## src/rtl/alu_seq_pkg.sv

```systemverilog
// Package: alu_seq_pkg
//   Shared definitions for alu_cmd_sequencer: ALU opcode encodings, sequencer
//   FSM state encoding and the opcode legality helper.
package alu_seq_pkg;

  localparam logic [2:0] OP_ADD = 3'b000;  // A + B, Overflow meaningful
  localparam logic [2:0] OP_EQ  = 3'b001;  // A == B -> all ones / all zeros
  localparam logic [2:0] OP_SHR = 3'b010;  // A >> 1
  localparam logic [2:0] OP_NEG = 3'b011;  // -B (A unused)
  localparam logic [2:0] OP_AND = 3'b100;  // A & B

  typedef enum logic [1:0] {
    S_IDLE  = 2'd0,
    S_ISSUE = 2'd1,
    S_RESP  = 2'd2
  } state_t;

  // Opcodes above OP_AND are undefined for the ALU and must never reach it.
  function automatic logic is_legal_op(input logic [7:0] op);
    return op <= 8'(OP_AND);
  endfunction

endpackage

```

## src/rtl/alu_cmd_sequencer.sv

```systemverilog
// Module: alu_cmd_sequencer
//   Command-side driver for the 4-bit combinational ALU. Accepts commands on a
//   valid/ready stream, drives the ALU operand/opcode inputs and holds them for
//   SETTLE cycles, captures Out/Overflow and returns them on a valid/ready
//   response stream. Adds operand chaining (A := last good result), opcode
//   legality checking and overflow masking (only ADD reports overflow).
//
// Parameters
//   WIDTH   operand/result width (4)
//   OPW     opcode width (3)
//   SETTLE  cycles the ALU inputs are held before capture (>=1)
//
// Ports
//   clk, rst                         clock, async active-high reset
//   cmd_valid/cmd_ready              command handshake (ready only in IDLE)
//   cmd_a, cmd_b, cmd_op, cmd_chain  command fields; chain replaces A with acc
//   alu_a, alu_b, alu_op             registered ALU inputs
//   alu_out, alu_ovf                 ALU results
//   rsp_valid/rsp_ready              response handshake
//   rsp_data, rsp_ovf, rsp_err       captured result, masked overflow, illegal op
//   busy                             sequencer not in IDLE
//
// Optional feature: define ALU_SEQ_STICKY_OVF_EN to add ovf_sticky (out) and
// ovf_clr (in): a sticky flag set by any completed op reporting overflow,
// cleared by ovf_clr (set wins over a simultaneous clear).
module alu_cmd_sequencer
  import alu_seq_pkg::*;
#(
  parameter int unsigned WIDTH  = 4,
  parameter int unsigned OPW    = 3,
  parameter int unsigned SETTLE = 1
) (
  input  logic             clk,
  input  logic             rst,
  input  logic             cmd_valid,
  output logic             cmd_ready,
  input  logic [WIDTH-1:0] cmd_a,
  input  logic [WIDTH-1:0] cmd_b,
  input  logic [OPW-1:0]   cmd_op,
  input  logic             cmd_chain,
  output logic [WIDTH-1:0] alu_a,
  output logic [WIDTH-1:0] alu_b,
  output logic [OPW-1:0]   alu_op,
  input  logic [WIDTH-1:0] alu_out,
  input  logic             alu_ovf,
  output logic             rsp_valid,
  input  logic             rsp_ready,
  output logic [WIDTH-1:0] rsp_data,
  output logic             rsp_ovf,
  output logic             rsp_err,
`ifdef ALU_SEQ_STICKY_OVF_EN
  output logic             ovf_sticky,
  input  logic             ovf_clr,
`endif
  output logic             busy
);

  localparam int unsigned CNT_W = (SETTLE > 1) ? $clog2(SETTLE) : 1;
  localparam logic [CNT_W-1:0] CNT_LOAD = CNT_W'(SETTLE - 1);

  state_t           state, state_nxt;
  logic [CNT_W-1:0] cnt, cnt_nxt;
  logic [WIDTH-1:0] acc;
  logic             cmd_legal;
  logic             accept;
  logic             capture;

  assign cmd_legal = is_legal_op(8'(cmd_op));

  // Next-state and handshake outputs
  always_comb begin
    state_nxt = state;
    cnt_nxt   = cnt;
    accept    = 1'b0;
    capture   = 1'b0;
    case (state)
      S_IDLE: begin
        if (cmd_valid) begin
          accept = 1'b1;
          if (cmd_legal) begin
            state_nxt = S_ISSUE;
            cnt_nxt   = CNT_LOAD;
          end else begin
            // Illegal opcodes answer directly; the ALU inputs stay untouched.
            state_nxt = S_RESP;
          end
        end
      end
      S_ISSUE: begin
        if (cnt == '0) begin
          capture   = 1'b1;
          state_nxt = S_RESP;
        end else begin
          cnt_nxt = cnt - 1'b1;
        end
      end
      S_RESP: begin
        if (rsp_ready) begin
          state_nxt = S_IDLE;
        end
      end
      default: state_nxt = S_IDLE;
    endcase
    cmd_ready = (state == S_IDLE);
    rsp_valid = (state == S_RESP);
    busy      = (state != S_IDLE);
  end

  always_ff @(posedge clk or posedge rst) begin
    if (rst) begin
      state <= S_IDLE;
      cnt   <= '0;
    end else begin
      state <= state_nxt;
      cnt   <= cnt_nxt;
    end
  end

  // ALU operand registers, accumulator and response registers
  always_ff @(posedge clk or posedge rst) begin
    if (rst) begin
      alu_a    <= '0;
      alu_b    <= '0;
      alu_op   <= '0;
      acc      <= '0;
      rsp_data <= '0;
      rsp_ovf  <= 1'b0;
      rsp_err  <= 1'b0;
    end else begin
      if (accept && cmd_legal) begin
        alu_a  <= cmd_chain ? acc : cmd_a;
        alu_b  <= cmd_b;
        alu_op <= cmd_op;
      end
      if (accept && !cmd_legal) begin
        rsp_data <= '0;
        rsp_ovf  <= 1'b0;
        rsp_err  <= 1'b1;
      end
      if (capture) begin
        rsp_data <= alu_out;
        rsp_ovf  <= (alu_op == OPW'(OP_ADD)) ? alu_ovf : 1'b0;
        rsp_err  <= 1'b0;
        acc      <= alu_out;
      end
    end
  end

`ifdef ALU_SEQ_STICKY_OVF_EN
  always_ff @(posedge clk or posedge rst) begin
    if (rst) begin
      ovf_sticky <= 1'b0;
    end else if (capture && (alu_op == OPW'(OP_ADD)) && alu_ovf) begin
      ovf_sticky <= 1'b1;
    end else if (ovf_clr) begin
      ovf_sticky <= 1'b0;
    end
  end
`endif

endmodule

```

## config.mk

```make
export PLATFORM = sky130hd
export DESIGN_NAME = alu_cmd_sequencer
export DESIGN_NICKNAME = d
export VERILOG_FILES = /design/src/rtl/alu_seq_pkg.sv /design/src/rtl/alu_cmd_sequencer.sv
export SDC_FILE = /design/constraint.sdc
export NUM_CORES = 1
export LEC_CHECK = 0
export ABC_CLOCK_PERIOD_IN_PS = 2100
export BUFFER_PORTS_ARGS = -buffer_cell sky130_fd_sc_hd__buf_4
export CELL_PAD_IN_SITES_DETAIL_PLACEMENT = 1
export CELL_PAD_IN_SITES_GLOBAL_PLACEMENT = 2
export CORE_MARGIN = 2
export CORE_UTILIZATION = 32
export CTS_BUF_LIST = sky130_fd_sc_hd__clkbuf_4 sky130_fd_sc_hd__clkbuf_8 sky130_fd_sc_hd__clkbuf_16
export CTS_CLUSTER_SIZE = 28
export DETAILED_ROUTE_END_ITERATION = 8
export PLACE_DENSITY_LB_ADDON = 0.3
export SYNTH_ARGS = -nofsm -noshare
export SYNTH_HDL_FRONTEND = slang
export SYNTH_SLANG_ARGS = --single-unit
```

## constraint.sdc

```tcl
create_clock -name clk -period 2.1 [get_ports clk]
set_clock_uncertainty 0.1 [all_clocks]
set_input_delay 0.105 -clock clk [delete_from_list [all_inputs] [get_ports clk]]
set_output_delay 0.105 -clock clk [all_outputs]
set_load 0.05 [all_outputs]
```

==> results.toml <==
[run_status]
status = "finished with violations"
failed_checks = "design-rule violations"

[clock_network]
cts_tree = "yes"
cts_resized = 0
clk_pin_slew_ns = 0.13
cts_setup_buffers = 0
clockBufferDepth = 2
htree_levels = 1
cts_root_buf = "clkbuf_4"
insertion_delay_ns = 0.31
numCtsBuffers = 3
clock_sinks = 23

[sta]
max-slew-margin-rel_pct = 42.9
timing.final.crit_share_pct = 73.4
setup_viol = 0
worst_pin_slew_ns = 0.855
rsz0062_at_grt = "false"
fin_ws_ns = 0.560
slew_viol_final = 0
finalSetupTns_ns = 0
max_freq_mhz = 649
hold_viol = 0
post-route-min-period_ns = 1.54

[yosys]
synth.distinct_cells = 20
syn_area_um2 = 965
muxShareOfSynthArea_pct = 24.1
synth-seq-cells = 23
yosysTopAreaCell = "dfrtp_1"
yosys.area_share.simple_pct = 4.54
synth-xor-area-share_pct = 0
yosysSeqAreaShare_pct = 59.7
synth_area_leaders = "dfrtp_1 60%, mux2_4 12%, mux2_1 7.0%"
syn_avg_cell_area_um2 = 15.1
synth_top_area_share_pct = 59.7
synth-compound-area-share_pct = 8.82
synth_fa_ha_area_share_pct = 0
synth_nets = 85
synthCells = 64
ys_warn_count = 0
synth_top_family_by_area = "multiplexers"

[die]
die_x_um = 58.9
num_io_pins = 41
initial_core_util_pct = 34.4
row_count = 19
die_area_mm2 = 0.00347
die_h_um = 58.9
core_mm2 = 0.00281

[drt]
totalWireLength_um = 2250
viasPerCell = 4.92
drt-pass1-iter-count = 5
routed-via-count = 748
drc = 2
drtIter0Drc = 7
ant_nets = 0
routedWlPerCell_um = 14.8

[setup_path]
reg2reg_to = "alu_b[0]$_DFFE_PP0P_"
r2r-start = "state[0]$_DFFE_PP0P_"
cp_max_fo = 12
cp-start-kind = "input pin"
critical_path_arrival_ns = 1.65
r2r_slack_ns = 0.59
path_class = "in -> reg"
cp.required_ns = 2.21
crit_path_end_kind = "register"
rr_worst_depth = 3

[power_and_ir_drop]
p_per_area_mw_per_mm2 = 1480
ir_worst_vdd_uv = 694
power_leakage_nw = 0.725

[placed_design]
gp_congestion = 0.667
place_ws_ns = 0.587
dp_hpwl_um = 1560
place.port_buffers = 40

[min_path]
whs_path_depth = 3
hp-class = "in -> reg"
hold-path-endpoint = "alu_a[1]$_DFFE_PP0P_"
hold_start = "cmd_a[1]"

[grt]
grt_max_degree = 24
antenna_found_initial = 0
grt_usage_pct = 14.2
grt_pass1_wl_um = 3660
grt_pass1_vias = 811
grt_overflow = 0

[final_layout]
final_common_cell = "buf_4"
drive_above_1_share_pct = 48.8
nets = 143
layout_common_cells = "41 x buf_4, 23 x dfrtp_1, 14 x dlygate4sd3_1"
area_growth_pct = 51.6
utilization_pct = 52.1
diodes = 0

[flow_run]
max-cap-violations = 0
==> final cells by class <==
type | instances | area (um2)
clock buffers | 3 | 22.5
fillers | 288 | 1340
flip-flops and latches | 23 | 576
clock inverters | 1 | 5.00
inverters | 3 | 11.3
repair buffers | 55 | 448
well taps | 31 | 38.8
multi-input cells | 36 | 362
==> Yosys cell counts <==
cell type	n
a22o_1	5
inv_1	3
mux2_4	8
nor2_1	2
nor4b_1	1
o21ai_1	1
o31ai_1	1
nand2_1	1
a21oi_1	1
o211a_1	1
dfrtp_1	23
mux2_2	4
o21ai_0	1
buf_6	1
o22a_1	1
nor2b_1	1
nor2_2	1
and3_4	1
buf_2	1
mux2_1	6
==> routing by layer <==
metal | part of all wire (%) | vias up | track usage (%)
met5 | 0 | - | 0
met4 | 0.84 | 0 | 1.95
met3 | 6.7 | 2 | 4.62
met2 | 49 | 26 | 24.8
met1 | 44 | 376 | 17.4
li1 | - | 344 | -
==> registers in the layout (all words and copies together), names as in the netlist <==
name	cells
acc	4
alu_a	4
alu_b	4
rsp_data	4
alu_op	3
state	2
rsp_err	1
rsp_ovf	1
==> logic make-up after synthesis <==
| kind of cell | after synthesis |
|---|---|
| buffers and inverters | 5 |
| AND/OR/NAND/NOR | 7 |
| AO/OA/AOI/OAI | 11 |
| flip-flops | 23 |
| multiplexers | 18 |
==> per-stage QoR <==
stage / hold slack, ns / total power, mW / instance area (um2) / instances
global route: 0.0348 / 2.28 / 1460 / 152
floorplan: 0.00692 / 1.59 / 965 / 64
finish: 0.0452 / 2.16 / 1460 / 152
detailed placement: 0.185 / 1.95 / 1290 / 134
CTS: 0.0367 / 2.18 / 1460 / 152
global placement: 0.190 / 1.93 / 1290 / 134
==> where the power goes <==
part	switching (mW)	internal, mW	total, mW
Combinational	0.761	0.447	1.21
Sequential	0.118	0.629	0.746
Clock	0.136	0.0711	0.207
Total	1.01	1.15	2.16
==> worst max-delay path by stage <==
stage                                    start                   end  slack [ns]  cells past startpoint
after floorplan           state[0]$_DFFE_PP0P_  alu_a[0]$_DFFE_PP0P_        0.25                      4
after global placement    state[0]$_DFFE_PP0P_  alu_b[2]$_DFFE_PP0P_        0.64                      3
after detailed placement  state[0]$_DFFE_PP0P_  alu_b[0]$_DFFE_PP0P_        0.59                      3
after CTS                            cmd_op[1]  alu_b[0]$_DFFE_PP0P_        0.54                      5
after global routing      state[0]$_DFFE_PP0P_  alu_b[2]$_DFFE_PP0P_        0.51                      3
final                                cmd_op[1]  alu_b[0]$_DFFE_PP0P_        0.56                      5
==> critical path, stage by stage <==
cell           delay [ns]
dlygate4sd3_1        0.54
buf_4                0.14
o21ai_0              0.17
and3_4               0.35
mux2_1               0.34
==> timing repair <==
item | 4_1_cts | 5_1_grt
hold endpoints to repair | 39 | 0
endpoints found under the setup margin | 0 | 0
hold buffers | 14 | 0
Note: power is estimated with default switching activity, not from simulation.
